## src/rtl/rf_pkg.sv

```systemverilog
// Shared types and default sizes for the sweeping register file.
package rf_pkg;

  typedef enum logic {RF_IDLE, RF_SWEEP} rf_state_t;

  localparam int unsigned RF_DATA_W = 8;
  localparam int unsigned RF_DEPTH  = 32;

endpackage

```

## src/rtl/rf_clear_seq.sv

```systemverilog
// Clear sequencer: walks a pointer over every entry, one per cycle, after reset or on request.
module rf_clear_seq
  import rf_pkg::*;
#(
  parameter int unsigned DEPTH  = RF_DEPTH,
  parameter int unsigned ADDR_W = $clog2(DEPTH)
) (
  input  logic              clk,
  input  logic              rst_n,
  input  logic              clr_i,
  output logic              busy_o,
  output logic              clr_en_o,
  output logic [ADDR_W-1:0] clr_addr_o
);

  localparam logic [ADDR_W-1:0] LastPtr = ADDR_W'(DEPTH - 1);

  rf_state_t         state_q, state_d;
  logic [ADDR_W-1:0] ptr_q, ptr_d;

  // Next state: a clear request restarts the walk from entry 0 in either state.
  always_comb begin
    state_d = state_q;
    ptr_d   = ptr_q;
    unique case (state_q)
      RF_IDLE: begin
        if (clr_i) begin
          state_d = RF_SWEEP;
          ptr_d   = '0;
        end
      end
      RF_SWEEP: begin
        if (clr_i) begin
          ptr_d = '0;
        end else if (ptr_q == LastPtr) begin
          state_d = RF_IDLE;
          ptr_d   = '0;
        end else begin
          ptr_d = ptr_q + 1'b1;
        end
      end
      default: begin
        state_d = RF_SWEEP;
        ptr_d   = '0;
      end
    endcase
  end

  // State register; reset forces a fresh sweep.
  always_ff @(posedge clk) begin
    if (!rst_n) begin
      state_q <= RF_SWEEP;
      ptr_q   <= '0;
    end else begin
      state_q <= state_d;
      ptr_q   <= ptr_d;
    end
  end

  assign busy_o     = (state_q == RF_SWEEP);
  // No entry is cleared on the reset edge itself.
  assign clr_en_o   = busy_o & rst_n;
  assign clr_addr_o = ptr_q;

endmodule

```

## src/rtl/reg_file_sweep.sv

```systemverilog
// Parametrised register file: one write port, two async read ports, hardware clear sweep and
// per-entry written-since-clear flags. Optional macro RF_WR_BYPASS_EN forwards an accepted
// write's data to the read ports in the same cycle.
module reg_file_sweep
  import rf_pkg::*;
#(
  parameter int unsigned DATA_W = RF_DATA_W,
  parameter int unsigned DEPTH  = RF_DEPTH,
  localparam int unsigned ADDR_W = $clog2(DEPTH)
) (
  input  logic              clk,
  input  logic              rst_n,
  input  logic              CLR,
  input  logic              RF_WR,
  input  logic [ADDR_W-1:0] ADRX,
  input  logic [ADDR_W-1:0] ADRY,
  input  logic [DATA_W-1:0] DIN,
  output logic [DATA_W-1:0] DX_OUT,
  output logic [DATA_W-1:0] DY_OUT,
  output logic              VLD_X,
  output logic              VLD_Y,
  output logic              BUSY,
  output logic              WR_DROP
);

  logic [DATA_W-1:0] mem_q [DEPTH];
  logic              vld_q [DEPTH];
  logic              wr_drop_q;

  logic              busy;
  logic              clr_en;
  logic [ADDR_W-1:0] clr_addr;
  logic              x_ok, y_ok, wr_ok;

  rf_clear_seq #(
    .DEPTH  (DEPTH),
    .ADDR_W (ADDR_W)
  ) u_clear_seq (
    .clk        (clk),
    .rst_n      (rst_n),
    .clr_i      (CLR),
    .busy_o     (busy),
    .clr_en_o   (clr_en),
    .clr_addr_o (clr_addr)
  );

  // Addresses beyond DEPTH exist when DEPTH is not a power of two.
  assign x_ok  = 32'(ADRX) < DEPTH;
  assign y_ok  = 32'(ADRY) < DEPTH;
  assign wr_ok = rst_n & ~busy & ~CLR & RF_WR & x_ok;

  // Storage: the sweep owns the array while busy, otherwise accepted writes land here.
  always_ff @(posedge clk) begin
    if (clr_en) begin
      mem_q[clr_addr] <= '0;
      vld_q[clr_addr] <= 1'b0;
    end else if (wr_ok) begin
      mem_q[ADRX] <= DIN;
      vld_q[ADRX] <= 1'b1;
    end
  end

  // One-cycle flag for a write request that was not accepted.
  always_ff @(posedge clk) begin
    if (!rst_n) begin
      wr_drop_q <= 1'b0;
    end else begin
      wr_drop_q <= RF_WR & ~wr_ok;
    end
  end

  // Read muxes: zero while sweeping or for out-of-range addresses.
  always_comb begin
    DX_OUT = '0;
    DY_OUT = '0;
    VLD_X  = 1'b0;
    VLD_Y  = 1'b0;
    if (!busy && x_ok) begin
      DX_OUT = mem_q[ADRX];
      VLD_X  = vld_q[ADRX];
    end
    if (!busy && y_ok) begin
      DY_OUT = mem_q[ADRY];
      VLD_Y  = vld_q[ADRY];
    end
`ifdef RF_WR_BYPASS_EN
    if (wr_ok) begin
      DX_OUT = DIN;
      VLD_X  = 1'b1;
      if (ADRY == ADRX) begin
        DY_OUT = DIN;
        VLD_Y  = 1'b1;
      end
    end
`endif
  end

  assign BUSY    = busy;
  assign WR_DROP = wr_drop_q;

endmodule
```

## config.mk

```make
export PLATFORM = sky130hd
export DESIGN_NAME = reg_file_sweep
export DESIGN_NICKNAME = d
export VERILOG_FILES = /design/src/rtl/rf_pkg.sv /design/src/rtl/rf_clear_seq.sv /design/src/rtl/reg_file_sweep.sv
export SDC_FILE = /design/constraint.sdc
export NUM_CORES = 1
export LEC_CHECK = 0
export BUFFER_PORTS_ARGS = -buffer_cell sky130_fd_sc_hd__buf_2
export CAP_MARGIN = 20
export CORE_ASPECT_RATIO = 1.1
export CORE_MARGIN = 3
export CORE_UTILIZATION = 45
export DETAILED_ROUTE_END_ITERATION = 16
export GPL_ROUTABILITY_DRIVEN = 1
export PLACE_DENSITY = 0.67
export SLEW_MARGIN = 30
export SYNTH_ARGS = -nofsm -noshare
export SYNTH_HDL_FRONTEND = slang
export SYNTH_HIERARCHICAL = 1
export SYNTH_SLANG_ARGS = --single-unit
```

## constraint.sdc

```tcl
create_clock -name clk -period 3 [get_ports clk]
set_input_delay 0.6 -clock clk [delete_from_list [all_inputs] [get_ports clk]]
set_output_delay 0.6 -clock clk [all_outputs]
set_load 0.005 [all_outputs]
```

## After elaboration in Yosys (flattened, before gate mapping)

Memory sizes are Yosys's and may differ from the RTL's.
Index checks and enable logic that the tools add are counted.

| operators by class | value |
|---|---|
| add/subtract/negate cells | 1 |
| equality and inequality tests | 2 |
| mux-type cells | 23 |
| bitwise operators | 8 |
| reductions and logical operators | 2 |

Operator list:

| operator | number |
|---|---|
| $mux W5 | 5 |
| $mux W8 | 3 |
| $mux W1 | 13 |
| $pmux W5 S2 | 1 |
| $reduce_or A8 Y1 | 1 |
| $add A5 B1 Y5 const B | 1 |
| $and A1 B1 Y1 | 5 |
| $eq A5 B5 Y1 const B | 1 |
| $not A1 Y1 | 3 |
| $ne A2 B2 Y1 const B | 1 |
| $pmux W1 S2 | 1 |
| $reduce_or A1 Y1 | 1 |

| storage, ports and cells | value |
|---|---|
| bits in registers | 7 |
| RAM bits | 288 |
| input port bits | 22 |
| output and inout bits | 20 |
| logic and storage cells | 41 |
| memories kept | 2 |

Memories:

| memory | depth | width | rd ports | clocked after memory_dff | wr ports | line | RTL |
|---|---|---|---|---|---|---|---|
| mem_q | 32 | 8 | 2 | 0 | 1 | reg_file_sweep.sv:26 | `logic [DATA_W-1:0] mem_q [DEPTH];` |
| vld_q | 32 | 1 | 2 | 0 | 1 | reg_file_sweep.sv:27 | `logic vld_q [DEPTH];` |

## Longest topological paths before layout

Gate-level depths: netlist of run 1.

| depth | value |
|---|---|
| word-level depth | 9 |
| mapped depth | 8 |
| depth with buffers taken out | 6 |

## Modules after synthesis

Netlist of run 1, hierarchy kept.

By module, submodules not included:

| module | times used | cells each | area an instance (um2) | seq. area each (um2) |
|---|---|---|---|---|
| reg_file_sweep | 1 | 739 | 14102.3 | 8668.3 |
| rf_clear_seq | 1 | 30 | 291.5 | 120.1 |

## Least setup slack after synthesis of run 1

No wires, ideal clock.

| path | value |
|---|---|
| path type | input to register |
| start point | input rst_n |
| end point | memory mem_q[0][0] (netlist bit) (enable) |
| library setup time | 0.374 ns |
| arrival time | 2.532 ns |
| data required time | 2.626 ns |
| slack | 0.093 ns |
| cell stages on the path | 5 |
| buffers on the path | 1 |
| cells stage by stage | and2_1 nor4_1 clkbuf_1 mux2i_1 nor2_1 |

| between the ends | value |
|---|---|
| longest elaborated chain between the ends | 8 |
| elaborated cells between the ends (all ways) | 12 |
| classes of those cells | 7 x mux; 4 x bitwise; 1 x reduce/logical |

RTL lines:

| what | line | RTL |
|---|---|---|
| start: declaration | reg_file_sweep.sv:12 | `input logic rst_n,` |
| $and A1 B1 Y1 (3 in series) | reg_file_sweep.sv:50 | `assign wr_ok = rst_n & ~busy & ~CLR & RF_WR & x_ok;` |
| $mux W1 | reg_file_sweep.sv:57 | `end else if (wr_ok) begin` |
| $mux W1 | reg_file_sweep.sv:54 | `if (clr_en) begin` |
| $mux W1 (implied by the code) | reg_file_sweep.sv:58 | `mem_q[ADRX] <= DIN;` |
| $reduce_or A8 Y1 (no line) | -- |  |
| $mux W5 (no line) / $mux W1 (equally long branches) | -- |  |
| end: declaration | reg_file_sweep.sv:26 |  |

Parallel ways exist; a longest one is shown, timed or not.

## Worst setup path in the final report of run 1

| path | value |
|---|---|
| start point | input ADRY[1] |
| end point | output DY_OUT[5] |

| between the ends | value |
|---|---|
| longest elaborated chain between the ends | 2 |

RTL lines:

| what | line | RTL |
|---|---|---|
| start: declaration | reg_file_sweep.sv:16 | `input logic [ADDR_W-1:0] ADRY,` |
| $mem_v2 Z32 W8 | -- |  |
| $mux W8 | reg_file_sweep.sv:82 | `if (!busy && y_ok) begin` |
| end: declaration | reg_file_sweep.sv:19 | `output logic [DATA_W-1:0] DY_OUT,` |

Every way passes these cells.

==> run summary, run 1 <==
final hold violations: 0
relative slew slack: 35.2%
Worst Setup End Kind: output pin
worst skew pair latency: 0.56 ns
via count of the first global-routing pass: 8652
Tmin final: 2.94 ns
total wire length: 37400 µm
Port Buffers: 41
H-tree depth: 1
Hold WC Path Type: in2reg
Overall Power: 0.00865 W
Tot GR Track Use: 21.6%
Starting Density: 45.7%
Slew Limit Fails: 0
WS Path Type: in2out
met2 WL: 18400 µm
Tcrit/Tclk final: 98.1%
die outline height: 194 µm
outcome: completed
dominant cell type by area after synthesis: edfxtp_1
Vias/cell: 6.30
clk buf depth: 3
clock network fraction of total power: 41.9%
HPWL reported at the end of detailed placement: 25300 µm
Remaining DRCs: 0
cells after synthesis: 769
Total Die Area: 34200 µm²
total grt overflow: 0
syn avg cell area: 18.7 µm²
Post-synth EDFFs: 288
max_cap viols: 0
Synth-to-Final Area Change: 16.1%
ys flop type: edfxtp_1
I/O Pins: 42
CP max stage delay: 0.63 ns
Power Density: 518 nW/µm²
Core Rows: 68
crit start category: input pin
Max Clk Rate: 340 MHz
leakage: 5.25 nW
Post-Syn Nets: 793
synth unique cells: 48
largest net degree at the start of global routing: 37
Root Driver: clkbuf_16
multiplexer share of the synthesized area: 26.5%
most frequent cell after synthesis: edfxtp_1
vias: 8433
clock buffer count from CTS: 30
Initial DRC Count: 925
YS warnings: 6
met3 WL: 3070 µm
ranking of synthesized cells by area: edfxtp_1 60%, mux4_2 13%, mux4_1 6.6%, mux2i_1 5.5%, nor2_1 1.3%
final setup vio count: 0
Routed Antenna Nets: 0
DR top layer: met4
1st-pass router iterations: 5
combinational share of power: 6.4%
CP bufs+invs: 4
unrepaired setup endpoints after global routing: false
sw frac: 20.8%
Slew @ Worst Pin: 0.972 ns
Fin Clk Skew: 0.0159 ns
required time of the critical path: 2.40 ns
area of the mapped netlist: 14400 µm²
Hold Worst Slack: 0.302 ns
Post-Synth Simple-Gate Area: 3.69%
# hold bufs at CTS: 0
Routability Congestion: 0.889
share of cells above drive strength 1: 32.6%
crit path max fanout: 16
core area: 31500 µm²
Synth top area share: 60.1%
sequential power share: 51.8%
XOR/XNOR Fraction of Synth Area: 0.0608%
Nets: 922
Worst EP arrival: 2.34 ns
Worst-path clk slew: 0.06 ns
met1 wire length: 14500 µm
# clock sinks: 295
first-pass GRT wire length: 55000 µm
antenna cell count: 0
sequential fraction of the synthesis area: 61.1%
crit-path cells: buf_4 > buf_12 > buf_16 > mux4_4 > mux2i_1 > a221o_1 > a31oi_1 > buf_2
placed cell area: 15700 µm²
Pint: 0.00685 W
FF+latch count, synth: 295
post-synthesis compound-gate area fraction: 4.85%
Setup TNS Final: 0 ns
peak supply drop: 0.000396 V
largest family of logic cells by synthesized area: multiplexers
critical path's slowest cell: mux4_4
initial antenna violation count: 0
Die W: 177 µm
Synth top cells by count: 288 x edfxtp_1, 84 x mux4_2, 79 x mux2i_1
adder-cell area share of the yosys netlist: 0.174%
NetSw: 0.00180 W
wire per inst: 27.9 µm
top cell family by delay on the critical path: multiplexers
TritonCTS clock tree: done
design area: 16700 µm²
Synth async-reset ratio: 0%
sequential cells by signal, summed over array words and instances, names as in the netlist:
name / flops
mem_q: 256
vld_q: 32
u_clear_seq/clr_addr_o: 5
WR_DROP: 1
u_clear_seq/busy_o: 1
per-stage QoR:
step | setup slack (ns) | utilization (%) | std cells
after floorplan | 0.0933 | - | 769
after global placement | 0.0225 | 49.8 | 1279
after detailed placement | 0.00133 | 49.8 | 1279
after CTS | 0.0144 | 52.8 | 1332
after global routing | 0.00945 | 53.1 | 1339
final | 0.0569 | 53.1 | 1339
layout by cell type, fill, tap and decap left out, types with 4 or more instances in the layout:
master	count
buf_4	96
o2111ai_1	6
a221o_1	18
mux4_1	36
nand2_1	19
buf_2	37
nor2_1	49
a221oi_1	12
nor3b_1	4
dfxtp_1	7
mux2i_1	76
mux4_2	84
buf_12	18
nor2b_1	6
a22oi_1	17
clkinv_1	7
edfxtp_1	288
clkbuf_16	32
clkbuf_1	4
o21ai_0	11
a31oi_1	21
clkinv_2	7
mux4_4	6
and2_1	11
cell families after synthesis:
logic type	Yosys count
buf+inv	62
fa+ha+maj	2
compound gates	93
xor+xnor	1
simple gates	108
flops	295
mux	208
routing by layer:
layer	vias to the layer above	global-route usage, %
met5	-	0
met2	411	35.4
met1	4374	29.6
met3	91	3.69
li1	3557	-
met4	0	7.45
worst paths after layout:
path                             start  cells after the start                   endpoint  slack, ns
min                                CLR                      3                    WR_DROP       0.30
max reg2reg         u_clear_seq/busy_o                      6                mem_q[9][6]       0.57
min reg2reg  u_clear_seq/clr_addr_o[1]                      2  u_clear_seq/clr_addr_o[1]       0.63
max                            ADRY[1]                      8                  DY_OUT[5]       0.06
worst register-to-register path, delay by kind of cell, from the launching register on:
kind / cells / cell delay [ns]
and+or+nand+nor: 3 / 0.90
AOI/OAI and AO/OA: 1 / 0.37
DFF: 1 / 0.33
buffers and inverters: 2 / 0.52
timing repair:
item	in CTS	in global routing
resized for setup	1	6
gates cloned	0	1
setup endpoints to repair	1	9
buffers inserted	0	6
endpoints found under the hold margin	0	0
pin swaps	0	1
layout make-up:
cell class	instances	area (µm²)
multi-input cells	412	5100
well taps	420	526
fillers	2440	14800
inverters	4	15.0
clock inverters	18	159
clock buffers	35	791
flip-flops and latches	295	8790
repair buffers	155	1340
power by group through the flow:
stage               sequential [W]  combinational [W]  clock (W)
floorplan                  0.00456           0.000352          0
global placement           0.00456           0.000528          0
detailed placement         0.00456           0.000534          0
CTS                        0.00448           0.000536    0.00367
global route               0.00448           0.000576    0.00384
finish                     0.00448           0.000550    0.00362
Power figures use the tool's default switching activity.
==> inputs of run 2 (changes only) <==
- CELL_PAD_IN_SITES_DETAIL_PLACEMENT: unset -> 1
- CELL_PAD_IN_SITES_GLOBAL_PLACEMENT: unset -> 1
- CTS_BUF_LIST: unset -> sky130_fd_sc_hd__clkbuf_4 sky130_fd_sc_hd__clkbuf_8
- PLACE_DENSITY: 0.67 -> 0.74
==> run summary, run 2 (same netlist as run 1, synthesis figures left out) <==
outcome: completed
Total Die Area: 34200 µm²
placed cell area: 15600 µm²
CP max stage delay: 0.59 ns
wire per inst: 31.3 µm
worst skew pair latency: 0.56 ns
Hold WC Path Type: in2reg
# clock sinks: 295
most used routing layer in global routing: met2
required time of the critical path: 2.40 ns
antenna cell count: 0
total wire length: 42400 µm
met3 GRT Util: 5.32%
critical path's slowest cell: mux4_1
final setup vio count: 0
Worst EP arrival: 2.38 ns
initial antenna violation count: 1
Root Driver: clkbuf_8
Fin Clk Skew: 0.0266 ns
crit start category: input pin
HPWL reported at the end of detailed placement: 28500 µm
fin cells: 1354
Core Rows: 68
Vias/cell: 6.40
final hold violations: 0
worst reg2reg endpoint: mem_q[14][7]
core area: 31500 µm²
Synth-to-Final Area Change: 15.8%
first-pass GRT wire length: 61200 µm
1st-pass router iterations: 5
clk buf depth: 3
met1 Resource Use GR: 30.2%
number of cells on the critical path: 7
FF-to-FF Start: u_clear_seq/busy_o
max reg flops: 256
unrepaired setup endpoints after global routing: true
Nets: 927
met2 Usage GRT: 41.7%
Biggest register: mem_q
most common cell after layout, fill and taps aside: edfxtp_1
crit-path cells: buf_6 > buf_12 > mux4_1 > mux2i_2 > a221o_1 > a31oi_1 > buf_2
Worst Setup End Kind: output pin
Die W: 177 µm
via count of the first global-routing pass: 9336
Starting Density: 45.7%
Initial DRC Count: 995
I/O Pins: 42
CP bufs+invs: 3
most frequent cells in the layout: 288 x edfxtp_1, 84 x mux4_2, 83 x buf_4, 76 x mux2i_1, 49 x clkbuf_8
Tcrit/Tclk final: 99.3%
placed instance count: 1266
reg-to-reg slack, setup: 0.42 ns
leakage: 5.23 nW
Worst-path clk slew: 0.06 ns
Tot GR Track Use: 24.6%
total grt overflow: 0
Routed Antenna Nets: 0
# hold bufs at CTS: 0
clock buffer count from CTS: 47
crit path max fanout: 20
Power Density: 503 nW/µm²
Remaining DRCs: 0
R2R cell count: 7
TritonCTS clock tree: done
Tmin final: 2.98 ns
Fillers: 2867
Max Clk Rate: 336 MHz
H-tree depth: 2
CP endpoint: VLD_Y
die outline height: 194 µm
max_cap viols: 0
design area: 16700 µm²
Hold Worst Slack: 0.317 ns
share of cells above drive strength 1: 34.9%
WS Path Type: in2out
largest net degree at the start of global routing: 33
vias: 8659
peak supply drop: 0.000261 V
relative slew slack: 38.9%
Routability Congestion: 0.924
top cell family by delay on the critical path: multiplexers
Slew Limit Fails: 0
Port Buffers: 41
Slew @ Worst Pin: 0.913 ns
CP startpoint: ADRY[1]
[run 2: cell types whose count changed in the layout (fill, tap and decap cells not counted), sizes merged]
cell      change
clkinvlp      -1
bufbuf        +1
clkbuf       +25
bufinv        -1
clkinv        +4
buf          -13
[run 2: metal layers]
metal | share of wire [%] | wire length [µm]
met1 | 37 | 15600
met2 | 51 | 21700
met3 | 7.3 | 3090
met4 | 4.6 | 1960
met5 | 0.031 | 13
[run 2: repair_timing]
action	CTS	global route
resized for setup	7	10
hold endpoints to repair	0	0
setup buffers	0	6
cloned	1	1
pin swaps	1	4
setup endpoints to repair	9	12
[run 2: where the power goes]
group	internal [W]	leakage, nW	switching [W]
Clock	0.00181	0.476	0.00153
Combinational	0.000264	2.45	0.000309
Sequential	0.00447	2.31	0.00000914
[run 2: area by class of cell]
type                       instances  area, µm²  area share [%]
clock buffer                      60        757            4.54
clock inverter                    20        136           0.818
inverter                           4       15.0          0.0901
multi-input combinational        412       5160            31.0
sequential                       295       8790            52.7
tap                              420        526            3.15
timing repair buffer             143       1280            7.70
[run 2: through the flow]
stage | power (W) | util [%] | TNS [ns] | worst slack (ns)
detailed placement | 0.00511 | 49.5 | -0.690 | -0.0846
finish | 0.00839 | 52.9 | 0 | 0.0220
global placement | 0.00509 | 49.5 | -0.182 | -0.0186
CTS | 0.00844 | 52.5 | 0 | 0.0171
floorplan | 0.00491 | - | 0 | 0.0933
global route | 0.00867 | 52.9 | -0.0258 | -0.0156
[run 2: how the worst min path moves through the flow]
stage	start	endpoint	slack [ns]	cells past startpoint
after global placement	u_clear_seq/busy_o	WR_DROP	0.52	2
after floorplan	u_clear_seq/clr_addr_o[2]	u_clear_seq/clr_addr_o[2]	0.53	2
after detailed placement	u_clear_seq/busy_o	WR_DROP	0.55	2
after CTS	CLR	WR_DROP	0.29	3
final	CLR	WR_DROP	0.32	3
after global routing	CLR	WR_DROP	0.30	3
[run 2: worst reg2reg max path: cells and delay by family, from the launching register on]
kind          cells  cell delay, ns
flops             1            0.35
simple gates      3            0.70
buf+inv           3            0.80
mux               1            0.44
==> inputs of run 3 (changes only) <==
- BUFFER_PORTS_ARGS: -buffer_cell sky130_fd_sc_hd__buf_2 -> -buffer_cell sky130_fd_sc_hd__clkbuf_2
- PLACE_DENSITY: 0.74 -> 0.72
- clock period: 3 -> 3.1 ns (I/O delays scaled with it)
==> run summary, run 3 (same netlist as run 1, synthesis figures left out) <==
initial antenna violation count: 0
die outline height: 194 µm
Initial DRC Count: 1073
DR top layer: met4
NetSw: 0.00180 W
CP max stage delay: 0.62 ns
Hold Worst Slack: 0.334 ns
WS Path Type: in2out
reg-to-reg slack, setup: 0.48 ns
Register Area: 8790 µm²
leakage: 5.14 nW
Max Clk Rate: 328 MHz
unrepaired setup endpoints after global routing: false
Total Die Area: 34200 µm²
via count of the first global-routing pass: 9262
Synth-to-Final Area Change: 14.6%
Nets: 918
HPWL reported at the end of detailed placement: 28700 µm
hold path startpoint: CLR
clock buffer count from CTS: 45
top cell family by delay on the critical path: multiplexers
CP bufs+invs: 3
most common cell after layout, fill and taps aside: edfxtp_1
final hold violations: 0
post-place setup slack: -0.0276 ns
max_cap viols: 0
clk buf depth: 3
Tcrit/Tclk final: 98.3%
Slew @ Worst Pin: 0.760 ns
Hold WC Path Type: in2reg
Slew Limit Fails: 0
first-pass GRT wire length: 61900 µm
# clock sinks: 295
Port Buffers: 41
max reg flops: 256
Multi-input gate area: 5130 µm²
Pint: 0.00629 W
H-tree depth: 2
clock network fraction of total power: 39.8%
Die W: 177 µm
most frequent cells in the layout: 288 x edfxtp_1, 84 x mux4_2, 82 x buf_4, 75 x mux2i_1, 46 x clkbuf_8
WHS Endpoint: WR_DROP
Worst EP arrival: 2.43 ns
crit start category: input pin
PnR worst setup slack: 0.0529 ns
crit path max fanout: 13
outcome: completed
I/O Pins: 42
1st-pass router iterations: 8
Core Rows: 68
R2R cell count: 7
Biggest register: mem_q
peak supply drop: 0.000232 V
total wire length: 42500 µm
Worst-path clk slew: 0.06 ns
crit-path cells: buf_6 > buf_12 > mux4_1 > mux2i_2 > a221o_1 > a31oi_1 > clkbuf_2
Worst Setup End Kind: output pin
Fillers: 2900
antenna cell count: 0
met3 WL: 2730 µm
Remaining DRCs: 0
relative slew slack: 49.3%
sequential power share: 53.6%
total grt overflow: 0
FF-to-FF Start: u_clear_seq/busy_o
largest net degree at the start of global routing: 39
Routed Antenna Nets: 0
wire per inst: 31.4 µm
# hold bufs at CTS: 0
met2 WL: 21800 µm
critical path's slowest cell: mux4_1
Tot GR Track Use: 24.6%
sw frac: 22.3%
Starting Density: 45.7%
worst skew pair latency: 0.56 ns
Power Density: 490 nW/µm²
Fin Clk Skew: 0.0183 ns
Routability Congestion: 0.894
core area: 31500 µm²
combinational share of power: 6.6%
required time of the critical path: 2.48 ns
vias: 8725
Vias/cell: 6.46
Tmin final: 3.05 ns
worst reg2reg endpoint: mem_q[6][0]
final setup vio count: 0
met1 wire length: 16200 µm
share of cells above drive strength 1: 34.5%
hold depth: 3
Root Driver: clkbuf_8
TritonCTS clock tree: done
==> run 3: cell count changes in the layout (fill, tap and decap cells not counted), moves of 3 or more <==
cell	previous run	this run
clkbuf_8	49	46
nor2_1	47	43
a22oi_2	4	1
nor2_2	4	8
buf_12	20	13
buf_2	36	0
a22oi_1	14	17
clkbuf_4	11	14
clkbuf_2	0	36
clkinv_2	7	10
==> run 3: per-stage QoR <==
| step | setup TNS (ns) | utilization [%] | power, W | cells | cell area (µm²) |
|---|---|---|---|---|---|
| finish | 0 | 52.4 | 0.00809 | 1351 | 16500 |
| global route | 0 | 52.4 | 0.00834 | 1351 | 16500 |
| CTS | 0 | 52.2 | 0.00816 | 1350 | 16400 |
| detailed placement | -0.0482 | 49.2 | 0.00493 | 1262 | 15500 |
| global placement | -0.0358 | 49.2 | 0.00492 | 1262 | 15500 |
| floorplan | 0 | - | 0.00475 | 769 | 14400 |
==> run 3: final cells by class <==
| class | instances | share of cell area (%) |
|---|---|---|
| flip-flops and latches | 295 | 53.3 |
| multi-input cells | 412 | 31.1 |
| repair buffers | 136 | 6.90 |
| clock buffers | 59 | 4.43 |
| well taps | 420 | 3.19 |
| clock inverters | 25 | 1.04 |
| inverters | 4 | 0.0910 |
==> run 3: how the worst max path moves through the flow <==
stage / slack [ns] / endpoint / depth (start not counted) / startpoint
2_1_floorplan: 0.17 / mem_q[0][0] / 5 / rst_n
3_3_place_gp: -0.03 / DX_OUT[1] / 8 / ADRX[0]
3_5_place_dp: -0.03 / DX_OUT[7] / 9 / ADRX[1]
4_1_cts: 0.01 / DX_OUT[7] / 5 / mem_q[6][7]
5_1_grt: 0.02 / DY_OUT[3] / 7 / ADRY[1]
6_report: 0.05 / DY_OUT[0] / 7 / ADRY[1]
==> run 3: worst min-delay path: stages <==
cell and delay (ns):
clkbuf_2 0.11, nor2_1 0.04, nor2_1 0.08
==> run 3: routing by layer <==
| metal | vias up | global-route usage, % |
|---|---|---|
| met5 | - | 0 |
| met4 | 0 | 8.35 |
| met3 | 103 | 3.87 |
| met2 | 423 | 42.7 |
| met1 | 4635 | 31.5 |
| li1 | 3564 | - |
==> run 3: repair_timing <==
action / 4_1_cts / 5_1_grt
resized for setup: 3 / 7
pin swaps: 1 / 1
gates cloned: 0 / 1
buffers inserted: 4 / 0
endpoints found under the setup margin: 3 / 7
hold endpoints to repair: 0 / 0
==> run 3: power by group through the flow <==
stage          clock network (W)  logic, W  registers [W]
4_1_cts                  0.00330  0.000520        0.00433
3_5_place_dp                   0  0.000512        0.00442
2_1_floorplan                  0  0.000340        0.00441
5_1_grt                  0.00346  0.000554        0.00433
6_report                 0.00322  0.000532        0.00433
3_3_place_gp                   0  0.000500        0.00442
